[config.mk]
export PLATFORM = sky130hd
export DESIGN_NAME = alu_seq
export DESIGN_NICKNAME = d
export VERILOG_FILES = /design/src/rtl/alu_pkg.sv /design/src/rtl/alu_mul_seq.sv /design/src/rtl/alu_seq.sv
export SDC_FILE = /design/constraint.sdc
export NUM_CORES = 1
export LEC_CHECK = 0
export ABC_AREA = 1
export CAP_MARGIN = 15
export CORE_AREA = 2 2 99 101
export CTS_CLUSTER_SIZE = 28
export DETAILED_ROUTE_END_ITERATION = 6
export DIE_AREA = 0 0 101 103
export DONT_BUFFER_PORTS = 1
export GPL_ROUTABILITY_DRIVEN = 0
export GPL_TIMING_DRIVEN = 0
export PLACE_DENSITY = 0.37
export SLEW_MARGIN = 30
export SYNTH_ARGS = -nofsm -noshare
export SYNTH_HDL_FRONTEND = slang
export SYNTH_SLANG_ARGS = --single-unit
export TNS_END_PERCENT = 5
[constraint.sdc]
create_clock -name clk -period 6 [get_ports clk]
set_input_delay 1.5 -clock clk [delete_from_list [all_inputs] [get_ports clk]]
set_output_delay 1.5 -clock clk [all_outputs]
set_load 0.02 [all_outputs]
[src/rtl/alu_pkg.sv]
// Shared definitions for the sequential ALU: opcode encodings,
// flag bit positions inside the flags bus and the handshake FSM states.
package alu_pkg;

  localparam logic [3:0] OP_ADD = 4'b0000;
  localparam logic [3:0] OP_SUB = 4'b0001;
  localparam logic [3:0] OP_INC = 4'b0010;
  localparam logic [3:0] OP_DEC = 4'b0011;
  localparam logic [3:0] OP_AND = 4'b0100;
  localparam logic [3:0] OP_OR  = 4'b0101;
  localparam logic [3:0] OP_XOR = 4'b0110;
  localparam logic [3:0] OP_NOT = 4'b0111;
  localparam logic [3:0] OP_MUL = 4'b1000;

  // flags = {err, ovf, neg, zero, carry}
  localparam int FLAG_CARRY = 0;
  localparam int FLAG_ZERO  = 1;
  localparam int FLAG_NEG   = 2;
  localparam int FLAG_OVF   = 3;
  localparam int FLAG_ERR   = 4;
  localparam int FLAG_W     = 5;

  typedef enum logic {
    ST_IDLE = 1'b0,
    ST_BUSY = 1'b1
  } state_t;

endpackage

[src/rtl/alu_mul_seq.sv]
// Shift-add unsigned multiplier, one multiplier bit per cycle.
// start_i latches the operands; done_o is high during the last iteration
// and product_o then already carries the final product, so the caller can
// register it on the same edge that completes the last step.
module alu_mul_seq #(
  parameter int WIDTH = 8
) (
  input  logic               clk,
  input  logic               rst_n,
  input  logic               start_i,
  input  logic [WIDTH-1:0]   a_i,
  input  logic [WIDTH-1:0]   b_i,
  output logic               busy_o,
  output logic               done_o,
  output logic [2*WIDTH-1:0] product_o
);
  localparam int CW = $clog2(WIDTH);

  logic [WIDTH-1:0] accHi_q;
  logic [WIDTH-1:0] accLo_q;
  logic [WIDTH-1:0] mcand_q;
  logic [CW-1:0]    count_q;
  logic             busy_q;
  logic [WIDTH:0]   stepSum;

  // Low half starts as the multiplier and is shifted out as the product fills in.
  assign stepSum   = {1'b0, accHi_q} + (accLo_q[0] ? {1'b0, mcand_q} : '0);
  assign product_o = {stepSum, accLo_q[WIDTH-1:1]};
  assign done_o    = busy_q && (count_q == CW'(WIDTH - 1));
  assign busy_o    = busy_q;

  // Iteration register: load on start, then add-and-shift until the last bit is consumed.
  always_ff @(posedge clk) begin
    if (!rst_n) begin
      busy_q  <= 1'b0;
      count_q <= '0;
      accHi_q <= '0;
      accLo_q <= '0;
      mcand_q <= '0;
    end else if (start_i) begin
      busy_q  <= 1'b1;
      count_q <= '0;
      accHi_q <= '0;
      accLo_q <= b_i;
      mcand_q <= a_i;
    end else if (busy_q) begin
      {accHi_q, accLo_q} <= product_o;
      count_q            <= count_q + 1'b1;
      if (done_o) begin
        busy_q <= 1'b0;
      end
    end
  end

endmodule

[src/rtl/alu_seq.sv]
// Registered WIDTH-bit ALU with valid/ready handshakes on both sides.
// Single-cycle ops complete one edge after acceptance; when the
// ALU_MUL_EN macro is defined, MUL runs on the shift-add multiplier
// for WIDTH cycles while the input side is stalled. Without the macro
// MUL decodes as an illegal opcode and y_hi is tied to zero.
module alu_seq
  import alu_pkg::*;
#(
  parameter int WIDTH = 8
) (
  input  logic             clk,
  input  logic             rst_n,
  input  logic             in_valid,
  output logic             in_ready,
  input  logic [3:0]       op,
  input  logic [WIDTH-1:0] a,
  input  logic [WIDTH-1:0] b,
  input  logic             carry_in,
  output logic             out_valid,
  input  logic             out_ready,
  output logic [WIDTH-1:0] y,
  output logic [WIDTH-1:0] y_hi,
  output logic [4:0]       flags
);
  localparam int MSB = WIDTH - 1;

  state_t           state_q, state_d;
  logic             outValid_q;
  logic [WIDTH-1:0] y_q;
  logic [4:0]       flags_q;

  logic             accept, isMul, mulStart, mulDone, mulBusy;
  logic [WIDTH-1:0] addOperand, subOperand;
  logic             addCarry, addOvf, subOvf;
  logic [WIDTH:0]   sumFull, diffFull;
  logic [WIDTH-1:0] aluY;
  logic [4:0]       aluFlags;

  // INC/DEC reuse the adder/subtractor with a constant one; carry_in only feeds ADD.
  assign addOperand = (op == OP_INC) ? WIDTH'(1) : b;
  assign subOperand = (op == OP_DEC) ? WIDTH'(1) : b;
  assign addCarry   = (op == OP_ADD) && carry_in;
  assign sumFull    = {1'b0, a} + {1'b0, addOperand} + {{WIDTH{1'b0}}, addCarry};
  assign diffFull   = {1'b0, a} - {1'b0, subOperand};
  assign addOvf     = (a[MSB] == addOperand[MSB]) && (sumFull[MSB] != a[MSB]);
  assign subOvf     = (a[MSB] != subOperand[MSB]) && (diffFull[MSB] != a[MSB]);

`ifdef ALU_MUL_EN
  logic [2*WIDTH-1:0] mulProduct;
  logic [4:0]         mulFlags;
  logic [WIDTH-1:0]   yHi_q;

  assign isMul = (op == OP_MUL);
  assign y_hi  = yHi_q;

  alu_mul_seq #(.WIDTH(WIDTH)) uMul (
    .clk       (clk),
    .rst_n     (rst_n),
    .start_i   (mulStart),
    .a_i       (a),
    .b_i       (b),
    .busy_o    (mulBusy),
    .done_o    (mulDone),
    .product_o (mulProduct)
  );

  // Product flags: overflow means the result does not fit in the low half.
  always_comb begin
    mulFlags             = '0;
    mulFlags[FLAG_OVF]   = |mulProduct[2*WIDTH-1:WIDTH];
    mulFlags[FLAG_ZERO]  = (mulProduct == '0);
    mulFlags[FLAG_NEG]   = mulProduct[2*WIDTH-1];
  end
`else
  assign isMul   = 1'b0;
  assign mulDone = 1'b0;
  assign mulBusy = 1'b0;
  assign y_hi    = '0;
`endif

  // Single-cycle datapath and flags; anything not decoded here reports err with a zero result.
  always_comb begin
    aluY     = '0;
    aluFlags = '0;
    case (op)
      OP_ADD, OP_INC: begin
        aluY                 = sumFull[MSB:0];
        aluFlags[FLAG_CARRY] = sumFull[WIDTH];
        aluFlags[FLAG_OVF]   = addOvf;
      end
      OP_SUB, OP_DEC: begin
        aluY                 = diffFull[MSB:0];
        aluFlags[FLAG_CARRY] = diffFull[WIDTH];
        aluFlags[FLAG_OVF]   = subOvf;
      end
      OP_AND:  aluY = a & b;
      OP_OR:   aluY = a | b;
      OP_XOR:  aluY = a ^ b;
      OP_NOT:  aluY = ~a;
      default: aluFlags[FLAG_ERR] = 1'b1;
    endcase
    if (!aluFlags[FLAG_ERR]) begin
      aluFlags[FLAG_ZERO] = (aluY == '0);
      aluFlags[FLAG_NEG]  = aluY[MSB];
    end
  end

  // FSM state register.
  always_ff @(posedge clk) begin
    if (!rst_n) begin
      state_q <= ST_IDLE;
    end else begin
      state_q <= state_d;
    end
  end

  // FSM next state: stay BUSY only while the multiplier is still iterating.
  always_comb begin
    state_d = state_q;
    case (state_q)
      ST_IDLE: if (mulStart) state_d = ST_BUSY;
      ST_BUSY: if (mulDone || !mulBusy) state_d = ST_IDLE;
      default: state_d = ST_IDLE;
    endcase
  end

  // FSM outputs: accept only when idle and the output slot is empty or draining this edge.
  always_comb begin
    in_ready = rst_n && (state_q == ST_IDLE) && (!outValid_q || out_ready);
    accept   = in_valid && in_ready;
    mulStart = accept && isMul;
  end

  // Output register: load on completion, otherwise hold until the consumer takes it.
  always_ff @(posedge clk) begin
    if (!rst_n) begin
      outValid_q <= 1'b0;
      y_q        <= '0;
      flags_q    <= '0;
`ifdef ALU_MUL_EN
      yHi_q      <= '0;
`endif
    end else if (accept && !isMul) begin
      outValid_q <= 1'b1;
      y_q        <= aluY;
      flags_q    <= aluFlags;
`ifdef ALU_MUL_EN
      yHi_q      <= '0;
    end else if (mulDone) begin
      outValid_q <= 1'b1;
      y_q        <= mulProduct[WIDTH-1:0];
      yHi_q      <= mulProduct[2*WIDTH-1:WIDTH];
      flags_q    <= mulFlags;
`endif
    end else if (out_ready) begin
      outValid_q <= 1'b0;
    end
  end

  assign out_valid = outValid_q;
  assign y         = y_q;
  assign flags     = flags_q;

endmodule

-- Word-level counts from Yosys, hierarchy flattened
Cells that the tools add are included.
- bits in registers: 14
- bits in latches: 0
- bits in writable memories: 0
- memory bits (read-only): 0
- bits of input ports: 25
- output and inout port bits: 23
- logic and storage cells: 43
- memories kept: 0
- add/subtract/negate cells: 3
- $mul: 0
- div/mod/pow operators: 0
- magnitude comparators: 0
- equality and inequality tests: 11
- shifts and indexed selects: 0
- multiplexer cells: 9
- bitwise operators: 4
- reduce and logical (&&, ||, !) cells: 13
- operators with widths (cell ; count):
    $pmux W8 S6 ; 1
    $eq A4 B3 Y1 const B ; 4
    $mux W8 ; 2
    $add A8 B8 Y9 ; 1
    $add A9 B1 Y9 ; 1
    $sub A8 B8 Y9 ; 1
    $and A8 B8 Y8 ; 1
    $eq A4 B2 Y1 const B ; 2
    $logic_not A8 Y1 ; 1
    $not A8 Y8 ; 1
    $or A8 B8 Y8 ; 1
    $reduce_or A8 Y1 ; 1
    $xor A8 B8 Y8 ; 1
    $logic_and A1 B1 Y1 ; 5
    $eq A4 B1 Y1 const B ; 1
    $logic_not A4 Y1 ; 1
    $pmux W1 S2 ; 2
    $reduce_or A2 Y1 ; 2
    $mux W1 ; 3
    $ne A1 B1 Y1 ; 3
    $mux W2 ; 1
    $reduce_bool A2 Y1 ; 1
    $eq A1 B1 Y1 ; 1
    $logic_not A1 Y1 ; 1
    $logic_or A1 B1 Y1 ; 1

-- Longest topological paths before layout
- depth in word-level cells: 7
- depth in mapped cells: 19
- depth with buffers taken out: 19

-- Worst setup path before layout
No wires, ideal clock.
- path type: input to register
- start point: input port op[3]
- end point: register flags_q[1] (netlist: flags[1])
- setup time: 0.070 ns
- arrival time: 3.535 ns
- required time: 5.930 ns
- path slack: 2.395 ns
- stages: 18
- path buffers: 0
- path through: inv_1 nand2_1 nor2_2 inv_1 o21ai_0 fa_1 fa_1 nand2_1 nand2_1 nand2_1 nand2_1 nand3_1 nand2_1 nor2_1 nand2_1 nor2_1 nand3_1 a21oi_1
- cells in the longest elaborated chain, start to end: 7
- elaborated cells between the ends (all ways): 20
- classes of those cells: add/sub: 3; eq/ne: 7; mux: 4; reduce/logical: 6
- ends and longest elaborated chain (what ; line ; RTL):
    from (decl) ; alu_seq.sv:15 ; input logic [3:0] op,
    $eq A4 B2 Y1 ; alu_seq.sv:40, alu_seq.sv:85 ;
    $mux W8 ; alu_seq.sv:40 ; assign addOperand = (op == OP_INC) ? WIDTH'(1) : b;
    $add A8 B8 Y9 ; alu_seq.sv:43 ; assign sumFull = {1'b0, a} + {1'b0, addOperand} + {{WIDTH{1'b0}}, addCarry};
    $add A9 B1 Y9 ; alu_seq.sv:43 ;
    $pmux W8 S6 ; alu_seq.sv:85 ; case (op)
    $logic_not A8 Y1 ; alu_seq.sv:103 ; aluFlags[FLAG_ZERO] = (aluY == '0);
    $mux W2 (*) ; alu_seq.sv:102 ; if (!aluFlags[FLAG_ERR]) begin
    to (signal assigned) ; alu_seq.sv:146 ; flags_q <= aluFlags;
    to (decl) ; alu_seq.sv:30 ; logic [4:0] flags_q;
Every way passes the cells marked *; elsewhere a longest branch is shown, timed or not.
A chain may end at the register's enable or synchronous reset.

-- Final worst setup path
Same ends and word-level chain as after synthesis.

==> metrics.txt <==
max_slew headroom=0.494; Area growth, synth to finish=10.8%; Fillers=~1100; RSZ-0062 raised after global routing=false; Final Max Slew Viols=0; Critical Path Max Stage Delay=~0.55 ns; cell with the most instances on the worst path=nand2_1; P_leak=about 1.2 nW; Via density=between 4 and 5; Worst Path Arrival=4.61 ns; largest vdd supply drop=between 0.00004 and 0.00005 V; clock sink count=14; reg2reg setup slack=around 4.3 ns; mux share of post-synthesis cell area=0; slew of the pin with the lowest slew margin=approximately 0.76 ns; CTS buffer count=3; area of the mapped netlist=around 2100 um2; Max Fclk=between 0.2 and 0.25 GHz; slowest CP cell=nor2_1; Setup crit end kind=register; synth unique cells=24; Max clock buf depth=2; Synth Area in Simple Gates=0.441; final setup TNS=0 ns; antenna-violating nets left=0; Setup-failing EPs final=0; DR DRC count=0; DRT Wirelength=about 6800 um; crit path cell chain=inv_1 -> nand2_1 -> nor2_2 -> inv_1 -> nor2_1 -> nor2_1 -> fa_1 -> nand2_1 -> nand2_1 -> nand2_1 -> nand2_1 -> nand3_1 -> nand2_1 -> nor2_1 -> nand2_1 -> nor2_1 -> nand3_1 -> a21oi_1; DR WL/cell=about 14 um; sequential fraction of the synthesis area=0.135; Nets=427; Synth Area in XOR/XNOR=0.00421; DP Wirelength=about 5800 um; Starting DRT DRC Count=76; GRT overflow=0; commonest non-fill, non-tap cell in the layout=nand2_1; router iterations before antenna repair=4; H-tree level count=1; via count=2125; Cell Count, Final, Fillers Out=approximately 480; CP Class=in -> reg; Crit Path Max Fanout=7; WP data required=6.18 ns; IO buf count=0; Die H=103 um; commonest non-fill, non-tap cells in the layout=nand2_1 (95), nor2_1 (52), nand3_1 (50); Fin. Hold Viols=0; Worst Path Buf+Inv=2; first-pass GRT wire length=between 10000 and 15000 um; synthesized area per cell=slightly below 6 um2; die width=101 um; placed insts=roughly 480; share of layout cells above drive strength 1=0.0572; worst min path class=reg -> reg; vias in the first global route=2032; Clock transition at path regs=approximately 0.06 ns; status=finished clean; largest family of logic cells by synthesized area=simple AND/OR/NAND/NOR gates; ant diodes=0; total core area=roughly 9500 um2; Max Cap Violations=0; Yosys warnings=0; P per Cell Area=between 100 and 150 nW/um2; post-synthesis compound-gate area fraction=0.0776; Clock Latency Late Sink=0.24 ns; Initial Utilization=0.220; Core Util, Final=0.244; # rows=36; fin crit share=0.738; Syn Inst Count=approximately 360; cell family with most CP delay=simple AND/OR/NAND/NOR gates; Tot GR Track Use=0.131; setup slack after layout=roughly 1.6 ns; post-layout minimum cycle time=between 4 and 5 ns; Root Buffer Master=clkbuf_8; IO Pins=48; postcts setup bufs=0; Post-Synth Adder-Cell Area=0.215; pin count of the biggest net entering global routing=11; dpl ws=roughly 1.2 ns; Synth Register Bits=14; CTS tree=yes; critical path startpoint category=input pin; initial antenna violation count=0; Hold-fix buffers, CTS=0; die area=roughly 10000 um2; post-cts resize count=0; Final Skew=around 0.0040 ns
-- registers in the layout, summed over array words and instances (netlist names) --
| register | flops |
|---|---|
| flags | 5 |
| out_valid | 1 |
| y | 8 |
-- logic make-up (layout without fill, tap and decap cells) --
kind of cell	count (synthesis)	count (layout)
other cells	1	8
compound gates	31	31
flops	14	14
simple gates	214	214
fa+ha+maj	34	34
xor+xnor	1	1
buf+inv	61	65
-- area by class of cell --
class	instances	area [um2]	area share
multi-input cells	288	1570	0.679
flip-flops and latches	14	280	0.122
inverters	50	188	0.0814
well taps	114	143	0.0619
plain buffers	11	73.8	0.0320
clock buffers	4	55.1	0.0239
-- report_power, final --
part | internal, mW | leakage (nW) | switching, mW
Clock | 0.0580 | 0.0288 | 0.0328
Sequential | 0.0980 | 0.114 | 0.00934
Combinational | 0.0482 | 1.09 | 0.0895
-- worst reg2reg max path, stage by stage (launching register included) --
cell,delay (ns)
dfxtp_1,0.39
a21oi_2,0.34
nand2_2,0.22
nor2_1,0.28
nand4_1,0.12
nor2_1,0.12
nand3_1,0.08
a21oi_1,0.11
-- final timing paths --
check             startpoint        to  cells past startpoint
setup reg to reg   out_valid  flags[1]                      7
setup / recovery       op[3]  flags[1]                     18
hold / removal      flags[2]  flags[2]                      2
hold reg to reg     flags[2]  flags[2]                      2
-- cells in the mapped netlist --
| cell type | number | area [um2] |
|---|---|---|
| o21ai_1 | 1 | 5.00 |
| a21oi_2 | 1 | 8.76 |
| ha_1 | 31 | 388 |
| o21a_1 | 1 | 7.51 |
| conb_1 | 1 | 3.75 |
| nand2_2 | 1 | 6.26 |
| buf_4 | 8 | 60.1 |
| nor3_1 | 1 | 5.00 |
| xor2_1 | 1 | 8.76 |
| nor2_1 | 52 | 195 |
| nand3_1 | 50 | 250 |
| inv_1 | 48 | 180 |
| nand2_1 | 95 | 357 |
| nand3b_1 | 8 | 60.1 |
| clkbuf_1 | 1 | 3.75 |
| nor2_2 | 2 | 12.5 |
| inv_2 | 2 | 7.51 |
| o21ai_0 | 15 | 75.1 |
| or2_2 | 1 | 6.26 |
| nand4_1 | 4 | 25.0 |
| a21oi_1 | 13 | 65.1 |
| fa_1 | 3 | 60.1 |
| buf_2 | 2 | 10.0 |
| dfxtp_1 | 14 | 280 |
-- per-stage QoR --
| step | area [um2] | hold WS, ns | total power [mW] |
|---|---|---|---|
| after detailed placement | 2250 | 0.565 | 0.249 |
| after CTS | 2300 | 0.574 | 0.342 |
| after global placement | 2250 | 0.561 | 0.248 |
| after global routing | 2300 | 0.595 | 0.366 |
| final | 2300 | 0.572 | 0.336 |
| after floorplan | 2110 | 0.543 | 0.215 |
-- per-layer routing --
layer / global-route usage / vias to the layer above / part of all wire
met2: 0.233 / 41 / 0.47
met4: 0.0260 / 0 / 0.0095
li1: - / 1147 / -
met3: 0.0190 / 4 / 0.045
met1: 0.170 / 933 / 0.48
met5: 0 / - / 0
Note: power is estimated with default switching activity, not from simulation.
